## src/rtl/console_pkg.sv

```systemverilog
// console_pkg -- shared types and constants for the VRAM text console.
//   state_t     : console FSM states (MARK only exists when
//                 VRAM_CONSOLE_CURSOR_EN is defined)
//   cur_cmd_t   : cursor update commands issued by the FSM to console_cursor
//   CH_*        : recognised control codes
//   DEF_COLS/DEF_ROWS : default text geometry
// Macro: VRAM_CONSOLE_CURSOR_EN (adds the MARK state).
package console_pkg;

  localparam int unsigned DEF_COLS = 30;
  localparam int unsigned DEF_ROWS = 25;

  localparam logic [7:0] CH_BS = 8'h08;
  localparam logic [7:0] CH_LF = 8'h0A;
  localparam logic [7:0] CH_FF = 8'h0C;
  localparam logic [7:0] CH_CR = 8'h0D;

`ifdef VRAM_CONSOLE_CURSOR_EN
  typedef enum logic [2:0] {CLEAR, IDLE, WRITE, ROWCLR, MARK} state_t;
`else
  typedef enum logic [2:0] {CLEAR, IDLE, WRITE, ROWCLR} state_t;
`endif

  typedef enum logic [2:0] {
    CUR_HOLD,  // no change
    CUR_INC,   // col+1, wrapping into a new row at COLS
    CUR_CR,    // col=0
    CUR_NL,    // col=0, advance row
    CUR_DEC,   // col-1
    CUR_HOME   // (0,0)
  } cur_cmd_t;

  function automatic logic is_printable(input logic [7:0] c);
    return (c >= 8'h20) && (c <= 8'h7E);
  endfunction

endpackage

```

## src/rtl/console_cursor.sv

```systemverilog
// console_cursor -- cursor and sweep position counters for vram_console.
// Keeps col/row plus row_base (= row*COLS, maintained incrementally) for the
// cursor, and an independent sweep position (sw_col, sw_base) used by the
// full-screen and single-row blanking sweeps, so the visible cursor does not
// move while a sweep runs.
// Ports:
//   clk_72m, reset (async, active-low)
//   cmd          in  cursor update command
//   sw_step      in  advance sweep position by one cell
//   sw_clr       in  return sweep position to cell 0 (wins over sw_step)
//   col,row      out cursor position
//   row_base     out address of column 0 of the cursor row
//   col_last     out cursor is in the last column
//   sw_col       out sweep column
//   sw_base      out address of column 0 of the sweep row
//   sw_col_last  out sweep is in the last column
//   sw_last      out sweep is at the last cell of the screen
module console_cursor
  import console_pkg::*;
#(
  parameter int unsigned COLS = DEF_COLS,
  parameter int unsigned ROWS = DEF_ROWS
) (
  input  logic        clk_72m,
  input  logic        reset,
  input  cur_cmd_t    cmd,
  input  logic        sw_step,
  input  logic        sw_clr,
  output logic [4:0]  col,
  output logic [4:0]  row,
  output logic [11:0] row_base,
  output logic        col_last,
  output logic [4:0]  sw_col,
  output logic [11:0] sw_base,
  output logic        sw_col_last,
  output logic        sw_last
);

  localparam logic [4:0]  COL_MAX = 5'(COLS - 1);
  localparam logic [4:0]  ROW_MAX = 5'(ROWS - 1);
  localparam logic [11:0] STRIDE  = 12'(COLS);

  logic [4:0]  sw_row;
  logic [4:0]  row_nxt, sw_row_nxt;
  logic [11:0] base_nxt, sw_base_nxt;

  assign col_last    = (col == COL_MAX);
  assign sw_col_last = (sw_col == COL_MAX);
  assign sw_last     = sw_col_last && (sw_row == ROW_MAX);

  // Row advance wraps to the top of the screen; no scrolling.
  always_comb begin
    row_nxt     = (row == ROW_MAX) ? '0 : row + 5'd1;
    base_nxt    = (row == ROW_MAX) ? '0 : row_base + STRIDE;
    sw_row_nxt  = (sw_row == ROW_MAX) ? '0 : sw_row + 5'd1;
    sw_base_nxt = (sw_row == ROW_MAX) ? '0 : sw_base + STRIDE;
  end

  always_ff @(posedge clk_72m or negedge reset) begin
    if (!reset) begin
      col      <= '0;
      row      <= '0;
      row_base <= '0;
    end else begin
      case (cmd)
        CUR_INC: begin
          if (col_last) begin
            col      <= '0;
            row      <= row_nxt;
            row_base <= base_nxt;
          end else begin
            col <= col + 5'd1;
          end
        end
        CUR_CR: col <= '0;
        CUR_NL: begin
          col      <= '0;
          row      <= row_nxt;
          row_base <= base_nxt;
        end
        CUR_DEC: col <= col - 5'd1;
        CUR_HOME: begin
          col      <= '0;
          row      <= '0;
          row_base <= '0;
        end
        default: ;
      endcase
    end
  end

  always_ff @(posedge clk_72m or negedge reset) begin
    if (!reset) begin
      sw_col  <= '0;
      sw_row  <= '0;
      sw_base <= '0;
    end else if (sw_clr) begin
      sw_col  <= '0;
      sw_row  <= '0;
      sw_base <= '0;
    end else if (sw_step) begin
      if (sw_col_last) begin
        sw_col  <= '0;
        sw_row  <= sw_row_nxt;
        sw_base <= sw_base_nxt;
      end else begin
        sw_col <= sw_col + 5'd1;
      end
    end
  end

endmodule

```

## src/rtl/vram_console.sv

```systemverilog
// vram_console -- character terminal writing into a text-mode VRAM.
// Accepts characters from the UART path, writes printable codes at the
// cursor, handles CR/LF/BS/FF, blanks new rows and sweeps the whole screen
// after reset or FF. Addresses are row_base+col (no multiplier).
// Ports:
//   clk_72m, reset (async, active-low)
//   char_data/char_valid  in   character and valid (held until accepted)
//   char_ready            out  high in IDLE only
//   ram_ce/addr/data      out  one-cycle VRAM write strobe, address, data
//   busy                  out  high in every state except IDLE
//   cursor_col/row        out  cursor position
// Macro: VRAM_CONSOLE_CURSOR_EN -- when defined, every sequence ending in
//   IDLE passes through MARK, which writes CURSOR at the cursor cell, and
//   cursor moves first blank the old cell.
module vram_console
  import console_pkg::*;
#(
  parameter int unsigned COLS   = DEF_COLS,
  parameter int unsigned ROWS   = DEF_ROWS,
  parameter logic [7:0]  BLANK  = 8'h20,
  parameter logic [7:0]  CURSOR = 8'h5F
) (
  input  logic        clk_72m,
  input  logic        reset,
  input  logic [7:0]  char_data,
  input  logic        char_valid,
  output logic        char_ready,
  output logic        ram_ce,
  output logic [11:0] ram_addr,
  output logic [7:0]  ram_data,
  output logic        busy,
  output logic [4:0]  cursor_col,
  output logic [4:0]  cursor_row
);

  if (COLS < 1 || COLS > 32 || ROWS < 1 || ROWS > 32 ||
      COLS * ROWS > 4096 || CURSOR == BLANK) begin : g_bad_params
    $error("vram_console: unsupported COLS/ROWS/CURSOR setting");
  end

`ifdef VRAM_CONSOLE_CURSOR_EN
  localparam state_t DONE_ST   = MARK;
  localparam logic   ERASE_OLD = 1'b1;
`else
  localparam state_t DONE_ST   = IDLE;
  localparam logic   ERASE_OLD = 1'b0;
`endif

  state_t      state, state_nxt;
  logic [7:0]  char_q;
  logic        live;
  logic        we;
  logic [11:0] wa;
  logic [7:0]  wd;
  cur_cmd_t    cmd;
  logic        sw_step, sw_clr;
  logic [4:0]  col, row, sw_col;
  logic [11:0] row_base, sw_base;
  logic        col_last, sw_col_last, sw_last;

  console_cursor #(
    .COLS(COLS),
    .ROWS(ROWS)
  ) u_cursor (
    .clk_72m    (clk_72m),
    .reset      (reset),
    .cmd        (cmd),
    .sw_step    (sw_step),
    .sw_clr     (sw_clr),
    .col        (col),
    .row        (row),
    .row_base   (row_base),
    .col_last   (col_last),
    .sw_col     (sw_col),
    .sw_base    (sw_base),
    .sw_col_last(sw_col_last),
    .sw_last    (sw_last)
  );

  // live holds the CLEAR sweep off for the first cycle after reset release,
  // so the combinational write strobe stays low throughout reset itself.
  always_ff @(posedge clk_72m or negedge reset) begin
    if (!reset) begin
      state  <= CLEAR;
      live   <= 1'b0;
      char_q <= '0;
    end else begin
      state <= state_nxt;
      live  <= 1'b1;
      if (state == IDLE && char_valid) char_q <= char_data;
    end
  end

  always_comb begin
    state_nxt = state;
    we        = 1'b0;
    wa        = row_base + {7'd0, col};
    wd        = BLANK;
    cmd       = CUR_HOLD;
    sw_step   = 1'b0;
    sw_clr    = 1'b0;
    case (state)
      CLEAR: begin
        if (live) begin
          we      = 1'b1;
          wa      = sw_base + {7'd0, sw_col};
          sw_step = 1'b1;
          if (sw_last) begin
            sw_clr    = 1'b1;
            state_nxt = DONE_ST;
          end
        end
      end
      IDLE: begin
        if (char_valid) state_nxt = WRITE;
      end
      WRITE: begin
        if (is_printable(char_q)) begin
          we        = 1'b1;
          wd        = char_q;
          cmd       = CUR_INC;
          state_nxt = col_last ? ROWCLR : DONE_ST;
        end else begin
          case (char_q)
            CH_CR: begin
              we        = ERASE_OLD;
              cmd       = CUR_CR;
              state_nxt = DONE_ST;
            end
            CH_LF: begin
              we        = ERASE_OLD;
              cmd       = CUR_NL;
              state_nxt = ROWCLR;
            end
            CH_BS: begin
              // With the cursor marker the old cell is blanked and MARK
              // lands on col-1; otherwise col-1 itself is blanked.
              if (col != '0) begin
                we  = 1'b1;
                wa  = ERASE_OLD ? row_base + {7'd0, col}
                                : row_base + {7'd0, col} - 12'd1;
                cmd = CUR_DEC;
              end
              state_nxt = DONE_ST;
            end
            CH_FF: begin
              cmd       = CUR_HOME;
              state_nxt = CLEAR;
            end
            default: state_nxt = IDLE;
          endcase
        end
      end
      ROWCLR: begin
        we      = 1'b1;
        wa      = row_base + {7'd0, sw_col};
        sw_step = 1'b1;
        if (sw_col_last) begin
          sw_clr    = 1'b1;
          state_nxt = DONE_ST;
        end
      end
`ifdef VRAM_CONSOLE_CURSOR_EN
      MARK: begin
        we        = 1'b1;
        wd        = CURSOR;
        state_nxt = IDLE;
      end
`endif
      default: state_nxt = CLEAR;
    endcase
  end

  assign ram_ce     = we;
  assign ram_addr   = we ? wa : '0;
  assign ram_data   = we ? wd : '0;
  assign char_ready = (state == IDLE);
  assign busy       = (state != IDLE);
  assign cursor_col = col;
  assign cursor_row = row;

endmodule

```

## config.mk

```make
export PLATFORM = sky130hd
export DESIGN_NAME = vram_console
export DESIGN_NICKNAME = d
export VERILOG_FILES = /design/src/rtl/console_pkg.sv /design/src/rtl/console_cursor.sv /design/src/rtl/vram_console.sv
export SDC_FILE = /design/constraint.sdc
export NUM_CORES = 1
export LEC_CHECK = 0
export ABC_AREA = 1
export ABC_CLOCK_PERIOD_IN_PS = 3300
export BUFFER_PORTS_ARGS = -buffer_cell sky130_fd_sc_hd__buf_2
export CAP_MARGIN = 20
export CORE_MARGIN = 5
export CORE_UTILIZATION = 30
export CTS_CLUSTER_SIZE = 24
export DETAILED_ROUTE_END_ITERATION = 10
export HOLD_SLACK_MARGIN = 0.15
export MAX_ROUTING_LAYER = met4
export PLACE_DENSITY = 0.52
export SLEW_MARGIN = 40
export SYNTH_ARGS = -nofsm -noshare
export SYNTH_HDL_FRONTEND = slang
export SYNTH_SLANG_ARGS = --single-unit
```

## constraint.sdc

```tcl
create_clock -name clk_72m -period 3.3 [get_ports clk_72m]
set_clock_uncertainty 0.2 [all_clocks]
set_input_delay 0.165 -clock clk_72m [delete_from_list [all_inputs] [get_ports clk_72m]]
set_output_delay 0.165 -clock clk_72m [all_outputs]
set_load 0.05 [all_outputs]
```

==> impl_metrics.yaml, run 1 <==
layout:
  fin_nets: 781
  drive_above_1_share_pct: 14.8
  finish.utilization_pct: 35.3
  n_antenna_cell: 0
  area_delta_synth_final_pct: 14.4
  fin_cells: 952
power:
  leakagePower_nw: 2.62
  p_per_area_mw_per_mm2: 574
  ir_drop_uv: 267
clock_tree:
  clk_latency_ns: 0.30
  htreeDepth: 2
  cts_tree: "built"
  numCtsBuffers: 5
  post-cts-setup-buffers: 0
  clk_pin_slew_ns: 0.07
  cts.sinks: 53
  clockBufferDepth: 2
  cts_root_buf: "clkbuf_16"
synth:
  synth_edf_count: 0
  synthesis.nets: 733
  ys_async_sr_fraction_pct: 100
  synthesis.area_mm2: 0.00472
  yosys_warnings: 0
  synthTopCellsByArea: "dfrtp_1, nand2_1, ha_1"
  ys.flop_type: "dfrtp_1"
  synth_seq_cells: 53
  seq_area_frac_synth_pct: 28.1
  netlist_instances: 693
  yosysMostFrequentCell: "nand2_1"
  yosys.cell_types.count: 50
  synth_top_area_share_pct: 28.1
  avgSynthCellArea_um2: 6.82
  synthTopCellsByCount: "nand2_1, inv_1, nor2_1"
  yosysTopAreaCell: "dfrtp_1"
worst_setup_path:
  critPathMaxFanout: 5
  slowest_stage: "dfrtp_1"
  crit_type: "flop to output port"
  worstSetupEndpointType: "output port"
  rrSetupSlack_ns: 0.77
  r2r-end: "u_cursor.sw_row[2]$_DFFE_PN0P_"
  cp.arrival_ns: 2.70
  worstPathCellList: "ha_1, nand2_1, nand2_1, nand2_1, nand2_1, inv_1, nor2_1, nand3_1, inv_1, nand2_1, nand2_1, nand3_1, a21oi_1, buf_2"
  cp_slowest_stage_delay_ns: 0.44
  crit_required_ns: 2.93
  cpMostUsedCell: "nand2_1"
  r2r-start: "state[1]$_DFFE_PN0P_"
  setup.worst_path.start: "u_cursor.row_base[2]$_DFFE_PN0P_"
  rr_worst_depth: 11
  startpoint_type: "flop"
placed_design:
  port_buffers: 42
  dp_hpwl_um: 10300
  gp_congestion: 0.873
  dp_cells: 936
hold_path:
  min_path_type: "input pin to asynchronous set/reset pin"
timing:
  min_period_over_period_pct: 93.0
  finalCriticalPeriod_ns: 3.07
  fmax_mhz: 326
  tightestPinTransition_ns: 0.615
  rsz0062_at_grt: "no"
  max_slew_margin_pct: 59.0
  holdWs_ns: 0.190
  setup_viol: 0
  setup-tns-final_ns: 0
  report.final.slew_viol_count: 0
  finalHoldViolCount: 0
route:
  wl_um: 13000
  dr.pass1.iters: 5
  wl_per_cell_um: 13.7
  ant_nets: 0
  vias_per_cell: 4.78
  vias: 4553
  drc: 0
  drt_first_iter_violations: 285
floorplan:
  die_area_mm2: 0.0184
  design.core.area_mm2: 0.0153
  fp.dieW_um: 135
  ios: 44
  fp-row-count: 45
  fp.dieH_um: 135
  start_util_pct: 30.8
status:
  status: "completed"
global_routing:
  grt_pass1_wl_um: 21900
  gr-total-overflow: 0
  antenna_found_initial: 0
  grt_pass1_vias: 4389
  grt_usage_pct: 15.1
  grt_max_degree: 31
run:
  drv_cap: 0
[layout by cell type (no fill, tap or decap), drive strengths merged, types with 2 or more instances in the layout]
cell,synthesis,routed
o21ai,41,41
nor3,37,37
xnor2,6,6
nand4,9,9
clkbuf,6,6
o21a,2,2
nor2,85,85
a211oi,3,3
inv,97,97
dlygate4sd3,0,9
dfrtp,53,53
a31oi,5,5
o31ai,2,2
a21oi,42,42
conb,2,2
clkinv,1,2
nand3b,2,2
ha,29,29
nand3,66,66
a21boi,2,2
xor2,15,15
nand2,155,155
o22ai,12,12
buf,12,49
[what timing repair did]
item	CTS	global route
hold buffers	9	0
endpoints found under the hold margin	31	0
resized for setup	0	3
endpoints found under the setup margin	0	6
[routing by layer]
metal | share of wire (%) | vias up | global-route usage (%)
met3 | 3.1 | 17 | 2.64
met4 | 1.5 | 0 | 3.92
met2 | 48 | 64 | 25.2
met5 | 0 | - | -
met1 | 48 | 2096 | 18.9
li1 | - | 2376 | -
[flip-flops by register name (all words and copies together), names as in the netlist]
name / cells
char_q: 8
live: 1
state: 2
u_cursor.col: 5
u_cursor.row: 5
u_cursor.row_base: 11
u_cursor.sw_base: 11
u_cursor.sw_col: 5
u_cursor.sw_row: 5
[critical path: cells and delay by family (launching register included)]
kind / cells / cell delay, ns
compound gates: 1 / 0.18
fa+ha+maj: 1 / 0.33
buf+inv: 3 / 0.47
flops: 1 / 0.44
simple gates: 9 / 0.97
[power breakdown]
group | switching, mW | total [mW] | internal, mW
Sequential | 0.122 | 0.874 | 0.752
Combinational | 1.15 | 1.63 | 0.480
Clock | 0.241 | 0.594 | 0.353
Total | 1.51 | 3.10 | 1.59
[area by class of cell]
type                            instances  area (µm²)
Sequential cell                        53        1330
Fill cell                            1709        9910
Multi-Input combinational cell        524        2920
Clock inverter                          2        35.0
Timing Repair Buffer                   59         363
Tap cell                              211         264
Clock buffer                            5         125
Inverter                               98         369
[how the worst max path moves through the flow]
stage / to / slack (ns) / cells after the start
2_1_floorplan: ram_data[5] / 0.16 / 10
4_1_cts: ram_addr[11] / 0.14 / 14
3_3_place_gp: ram_addr[11] / 0.50 / 14
3_5_place_dp: ram_addr[10] / 0.48 / 15
6_report: ram_addr[8] / 0.23 / 14
5_1_grt: ram_addr[11] / 0.0002 / 14
[through the flow]
| step | area (µm²) | setup slack (ns) | total power [mW] |
|---|---|---|---|
| floorplan | 4720 | 0.162 | 2.10 |
| global placement | 5130 | 0.499 | 2.51 |
| detailed placement | 5130 | 0.483 | 2.51 |
| CTS | 5390 | 0.136 | 3.13 |
| global route | 5400 | 0.000187 | 3.32 |
| finish | 5400 | 0.231 | 3.10 |
[cell families (layout without fill, tap and decap cells)]
family                   after synthesis  after routing  synth area share (%)
XOR/XNOR                              21             21                  3.89
adder cells (fa/ha/maj)               29             29                  7.68
other                                  2              2                 0.159
flip-flops                            53             53                  28.1
buffers and inverters                116            164                  10.4
multiplexers                           1              1                 0.238
AND/OR/NAND/NOR                      358            358                  35.1
AO/OA/AOI/OAI                        113            113                  14.5
Note: power is estimated with default switching activity, not from simulation.
==> run 2, diff against run 1 <==
ABC_AREA = not set   (was 1)
==> run 2 against run 1 <==
Against the previous run: maximum frequency is 5.3% lower; flip-flop and latch count unchanged; combinational power up 45%; routed wire length is 12% higher; register-to-register slack lost 0.33 ns; highest routed layer unchanged; first-iteration DRC count rose by 21%; final cell count decreased by 13%.
==> impl_metrics.yaml, run 2 <==
placed_design:
  gp_congestion: 0.877
  dp_hpwl_um: 10700
  port_buffers: 42
  dp_cells: 808
  placedInstanceArea_mm2: 0.00524
status:
  status: "completed"
power:
  seq_power_share_pct: 24.6
  p_per_area_mw_per_mm2: 686
  intPower_mw: 1.97
  leakagePower_nw: 2.46
  switching_share_pct: 50.2
  p_sw_mw: 1.99
  power_frac_comb_pct: 60.0
  ir_drop_uv: 318
  power_mw: 3.95
  clkPwrFrac_pct: 15.4
worst_setup_path:
  startpoint_type: "flop"
  r2r-end: "u_cursor.row_base[6]$_DFFE_PN0P_"
  rr_worst_depth: 8
  rrSetupSlack_ns: 0.44
  worstSetupEndpointType: "output port"
  crit_required_ns: 2.93
  worstPathCellList: "ha_4, a21o_4, a2111o_1, a211oi_4, a211oi_2, or4_4, nand3_4, buf_8"
  cp_slowest_stage_delay_ns: 0.44
  critPathMaxFanout: 5
  slowest_stage: "a2111o_1"
  crit_type: "flop to output port"
  r2r-start: "state[0]$_DFFE_PN0P_"
  cp.arrival_ns: 2.87
layout:
  final_cell_mix: "o21ai_0, dfrtp_1, nor2_1, nand2_1, buf_4"
  postLayoutCellArea_mm2: 0.00576
  drive_above_1_share_pct: 21.5
  fin_cells: 831
  area_delta_synth_final_pct: 24.0
  n_antenna_cell: 0
  fin_nets: 683
  top_regs: "u_cursor.row_base: 11 flops, u_cursor.sw_base: 11 flops, char_q: 8 flops"
  final_common_cell: "o21ai_0"
timing:
  holdWs_ns: 0.183
  rsz0062_at_grt: "yes"
  fmax_mhz: 309
  max_slew_margin_pct: 58.7
  report.final.slew_viol_count: 0
  setup_viol: 0
  finalCriticalPeriod_ns: 3.24
  min_period_over_period_pct: 98.2
  finalHoldViolCount: 0
  tightestPinTransition_ns: 0.617
clock_tree:
  clk_pin_slew_ns: 0.07
  clk_latency_ns: 0.30
  cts_tree: "built"
  cts.sinks: 53
  numCtsBuffers: 5
  clockBufferDepth: 2
  htreeDepth: 2
  cts_root_buf: "clkbuf_16"
global_routing:
  grt_pass1_wl_um: 23800
  grt_usage_pct: 16.7
  gr-total-overflow: 0
  antenna_found_initial: 0
  grt_max_degree: 35
  grt_pass1_vias: 4596
synth:
  ys.flop_type: "dfrtp_1"
  yosys_warnings: 0
  yosysTopAreaCell: "dfrtp_1"
  synth_seq_cells: 53
  seq_area_frac_synth_pct: 28.6
  synthesis.nets: 622
  synthTopCellsByArea: "dfrtp_1, ha_1, o21ai_0"
  yosys.cell_types.count: 63
  synthTopCellsByCount: "o21ai_0, dfrtp_1, nor2_1"
  yosysMostFrequentCell: "o21ai_0"
  synthesis.area_mm2: 0.00464
  synth_top_area_share_pct: 28.6
  ys_async_sr_fraction_pct: 100
  synth_edf_count: 0
  avgSynthCellArea_um2: 7.98
  netlist_instances: 582
hold_path:
  min_path_type: "input pin to asynchronous set/reset pin"
floorplan:
  fp-row-count: 45
  start_util_pct: 30.5
  fp.dieW_um: 134
  ios: 44
  design.core.area_mm2: 0.0152
  die_area_mm2: 0.0181
  fp.dieH_um: 134
route:
  dr.pass1.iters: 5
  drt_first_iter_violations: 345
  drc: 0
  ant_nets: 0
  wl_um: 14500
  vias: 4661
  wl_per_cell_um: 17.5
  vias_per_cell: 5.61
run:
  drv_cap: 0
==> run 2: cell types whose count changed in the layout (fill, tap and decap cells not counted), sizes merged, moves of 16 or more <==
| cell | delta |
|---|---|
| buf | +30 |
| nand2 | -112 |
| o21ai | +22 |
| nor3 | -22 |
| nand3 | -33 |
| inv | -73 |
| nor2 | -39 |
| and3 | +16 |
==> run 2: per-layer routing <==
layer	track usage, %	vias up	wire length (µm)	share of wire, %
met2	26.6	133	6800	47
li1	-	2281	-	-
met5	-	-	0	0
met3	2.78	29	632	4.3
met1	21.5	2218	6750	46
met4	5.66	0	371	2.6
==> run 2: critical path, delay by kind of cell (launching register included) <==
kind	cells	cell delay, ns
adder cells (fa/ha/maj)	1	0.27
AND/OR/NAND/NOR	2	0.54
buffers and inverters	1	0.14
AO/OA/AOI/OAI	4	1.19
flip-flops	1	0.43
==> run 2: timing repair <==
item	4_1_cts	5_1_grt
hold endpoints to repair	63	0
endpoints found under the setup margin	7	7
buffers inserted	3	3
pin swaps	4	16
hold buffers	10	0
resized for setup	21	31
==> run 2: worst max-delay path by stage <==
stage	from	end	slack (ns)	cells past startpoint
final	u_cursor.col[2]$_DFFE_PN0P_	ram_addr[8]	0.06	8
after global routing	state[0]$_DFFE_PN0P_	ram_addr[8]	-0.01	10
after CTS	u_cursor.col[2]$_DFFE_PN0P_	ram_addr[8]	0.006	9
after global placement	u_cursor.col[2]$_DFFE_PN0P_	ram_addr[11]	0.1	9
after detailed placement	u_cursor.col[2]$_DFFE_PN0P_	ram_addr[11]	0.05	9
after floorplan	u_cursor.col[0]$_DFFE_PN0P_	ram_addr[2]	-0.11	9
==> run 2: area by class of cell <==
cell class              instances  area [µm²]
fillers                      1574        9440
multi-input cells             470        3310
flip-flops and latches         53        1330
repair buffers                 89         639
well taps                     188         235
clock buffers                   5         125
inverters                      24        90.1
clock inverters                 2        35.0
==> run 2: metrics by stage <==
stage          util (%)  TNS, ns  worst slack, ns
6_report           37.9        0           0.0610
5_1_grt            37.9  -0.0194          -0.0111
4_1_cts            37.0        0          0.00598
3_5_place_dp       34.4        0           0.0518
3_3_place_gp       34.4        0           0.0995
2_1_floorplan         -   -0.398           -0.110
==> run 2: kinds of logic (layout without fill, tap and decap cells) <==
| group | Yosys count | in the layout | synth area share [%] |
|---|---|---|---|
| buf+inv | 59 | 120 | 5.07 |
| compound gates | 180 | 180 | 25.3 |
| mux | 14 | 14 | 3.23 |
| simple gates | 217 | 217 | 24.6 |
| fa+ha+maj | 29 | 29 | 7.81 |
| other cells | 2 | 2 | 0.162 |
| xor+xnor | 28 | 28 | 5.28 |
| flops | 53 | 53 | 28.6 |
==> run 2: power by group through the flow <==
| stage | Sequential [mW] | Combinational [mW] | Clock [mW] |
|---|---|---|---|
| after floorplan | 1.02 | 1.51 | 0 |
| after global placement | 0.964 | 2.21 | 0 |
| after detailed placement | 0.971 | 2.23 | 0 |
| after CTS | 0.962 | 2.31 | 0.630 |
| after global routing | 0.994 | 2.58 | 0.657 |
| final | 0.971 | 2.37 | 0.609 |
==> run 3, diff against run 2 <==
SYNTH_HIERARCHICAL = 1   (was not set)
==> run 3 against run 2 <==
Against the previous run: non-clock buffer count unchanged; first-iteration DRC count is 4.9% lower; setup slack got worse by 0.016 ns; flip-flop and latch count did not move; critical endpoint unchanged; highest routed layer unchanged.
==> impl_metrics.yaml, run 3 <==
placed_design:
  dp_cells: 875
  gp_congestion: 0.965
  port_buffers: 42
  placedInstanceArea_mm2: 0.00560
  dp_hpwl_um: 11300
  dp_slack_ns: 0.142
timing:
  setup-tns-final_ns: 0
  setup_viol: 0
  layout_setup_ws_ns: 0.0449
  max_slew_margin_pct: 54.9
  tightestPinTransition_ns: 0.677
  report.final.slew_viol_count: 0
  fmax_mhz: 307
  finalHoldViolCount: 0
  rsz0062_at_grt: "yes"
  min_period_over_period_pct: 98.6
  finalCriticalPeriod_ns: 3.26
run:
  drv_cap: 0
layout:
  area_delta_synth_final_pct: 20.1
  top_regs: "u_cursor/row_base: 11 flops, u_cursor/sw_base: 11 flops, char_q: 8 flops"
  postLayoutCellArea_mm2: 0.00609
  final_common_cell: "dfrtp_1"
  drive_above_1_share_pct: 22.8
  finish.utilization_pct: 36.7
  fin_nets: 725
  fin_cells: 901
  n_antenna_cell: 0
  final_cell_mix: "dfrtp_1, o21ai_0, nand2_1, nor2_1, a21oi_1"
global_routing:
  grt_pass1_wl_um: 24200
  antenna_found_initial: 0
  grt_usage_pct: 15.5
  gr-total-overflow: 0
  grt_pass1_vias: 4694
  grt_max_degree: 25
clock_tree:
  clk_pin_slew_ns: 0.08
  numCtsBuffers: 5
  htreeDepth: 2
  clk_latency_ns: 0.31
  cts_tree: "built"
  clockBufferDepth: 2
  cts_root_buf: "clkbuf_16"
  cts.sinks: 53
synth:
  synth_top_area_share_pct: 26.2
  yosysTopAreaCell: "dfrtp_1"
  yosysMostFrequentCell: "dfrtp_1"
  synth_edf_count: 0
  avgSynthCellArea_um2: 8.26
  ys.flop_type: "dfrtp_1"
  ys_async_sr_fraction_pct: 100
  synthTopCellsByCount: "dfrtp_1, a21oi_1, nor2_1, o21ai_0, nand2_1"
  yosys_warnings: 6
  netlist_instances: 614
  synthTopCellsByArea: "dfrtp_1, ha_1, a21oi_1"
  synthesis.area_mm2: 0.00507
  seq_area_frac_synth_pct: 26.2
  yosys.cell_types.count: 77
  synth_seq_cells: 53
route:
  drt_first_iter_violations: 328
  dr.pass1.iters: 5
  drc: 0
  vias: 4945
  ant_nets: 0
  vias_per_cell: 5.49
  wl_per_cell_um: 16.7
  wl_um: 15100
worst_setup_path:
  slowest_stage: "fa_2"
  rr_worst_depth: 9
  r2r-start: "char_q[5]$_DFFE_PN0P_"
  worstPathCellList: "fa_2, a21o_1, a221oi_4, buf_6, xnor2_4, nor4_4, a31o_1, nand3_2, a21oi_2, buf_6"
  r2r-end: "u_cursor/row_base[9]$_DFFE_PN0P_"
  cp_slowest_stage_delay_ns: 0.42
  cpMostUsedCell: "buf_6"
  worstSetupEndpointType: "output port"
  cp.arrival_ns: 2.89
  critPathCapture: "ram_addr[8]"
  setup.worst_path.start: "u_cursor/row_base[1]$_DFFE_PN0P_"
  path_delay_family: "compound AO/OA/AOI/OAI gates"
  critPathMaxFanout: 5
  cp_num_cells: 10
  rrSetupSlack_ns: 0.15
  startpoint_type: "flop"
  crit_required_ns: 2.93
  crit_type: "flop to output port"
  crit_buf_inv: 2
floorplan:
  fp.dieW_um: 140
  fp-row-count: 47
  design.core.area_mm2: 0.0166
  start_util_pct: 30.6
  fp.dieH_um: 140
  ios: 44
  die_area_mm2: 0.0196
power:
  clkPwrFrac_pct: 25.3
  p_sw_mw: 0.811
  ir_drop_uv: 197
  switching_share_pct: 38.2
  power_frac_comb_pct: 36.3
  leakagePower_nw: 2.58
  seq_power_share_pct: 38.4
  p_per_area_mw_per_mm2: 349
  intPower_mw: 1.31
status:
  status: "completed"
hold_path:
  min_path_type: "input pin to flop"
## run 3: cell count changes after synthesis, sizes merged, moves of 14 or more
cell    delta
o21ai     -14
a21oi     +16
buf       +14
clkbuf    -18
## run 3: cell families (layout without fill, tap and decap cells)
kind of cell | after synthesis | in the layout | share of synthesized area (%)
AND/OR/NAND/NOR | 237 | 237 | 25.8
multiplexers | 10 | 10 | 2.22
AO/OA/AOI/OAI | 188 | 188 | 25.7
buffers and inverters | 62 | 128 | 6.22
flip-flops | 53 | 53 | 26.2
other | 3 | 4 | 0.222
XOR/XNOR | 27 | 27 | 4.81
adder cells (fa/ha/maj) | 34 | 34 | 8.84
## run 3: power groups by stage
stage	Sequential, mW	Clock, mW	Combinational, mW
floorplan	0.793	0	0.571
global placement	0.827	0	0.728
global route	0.827	0.586	0.871
CTS	0.815	0.563	0.756
detailed placement	0.829	0	0.741
finish	0.816	0.537	0.772
## run 3: what timing repair did
| action | in CTS | in global routing |
|---|---|---|
| endpoints found under the hold margin | 30 | 0 |
| gates cloned | 0 | 0 |
| resized for setup | 22 | 14 |
| pin swaps | 9 | 14 |
| setup buffers | 4 | 5 |
| hold buffers | 9 | 0 |
| setup endpoints to repair | 5 | 10 |
## run 3: per-layer routing
| layer | track usage, % | vias up | share of wire, % |
|---|---|---|---|
| met3 | 2.73 | 21 | 4.5 |
| met4 | 4.44 | 0 | 2.1 |
| met1 | 20.7 | 2377 | 47 |
| met2 | 24.1 | 128 | 46 |
| li1 | - | 2419 | - |
| met5 | - | - | 0 |
## run 3: how the worst min path moves through the flow
stage,start,endpoint,slack (ns),cells after the start
5_1_grt,char_valid,state[1]$_DFFE_PN0P_,0.24,4
4_1_cts,char_valid,state[1]$_DFFE_PN0P_,0.18,4
2_1_floorplan,reset,char_q[0]$_DFFE_PN0P_,-0.33,0
3_5_place_dp,reset,u_cursor/sw_col[1]$_DFFE_PN0P_,0.05,1
3_3_place_gp,reset,u_cursor/sw_col[1]$_DFFE_PN0P_,0.04,1
6_report,char_valid,state[1]$_DFFE_PN0P_,0.18,4
## run 3: worst reg2reg max path: cells and delay by family, from the launching register on
family / cells / cell delay, ns
and+or+nand+nor: 4 / 1.51
AOI/OAI and AO/OA: 5 / 0.91
DFF: 1 / 0.43
## run 3: metrics by stage
| stage | hold WS, ns | total power [mW] |
|---|---|---|
| 2_1_floorplan | -0.331 | 1.36 |
| 5_1_grt | 0.239 | 2.28 |
| 3_5_place_dp | 0.0506 | 1.57 |
| 3_3_place_gp | 0.0390 | 1.56 |
| 6_report | 0.184 | 2.13 |
| 4_1_cts | 0.176 | 2.13 |
## run 3: final cells by class
cell class	count	area, µm²
clock buffer	7	133
sequential	53	1330
tap	220	275
fill	1711	10500
inverter	31	116
timing repair buffer	89	624
multi-input combinational	500	3600
clock inverter	1	7.51
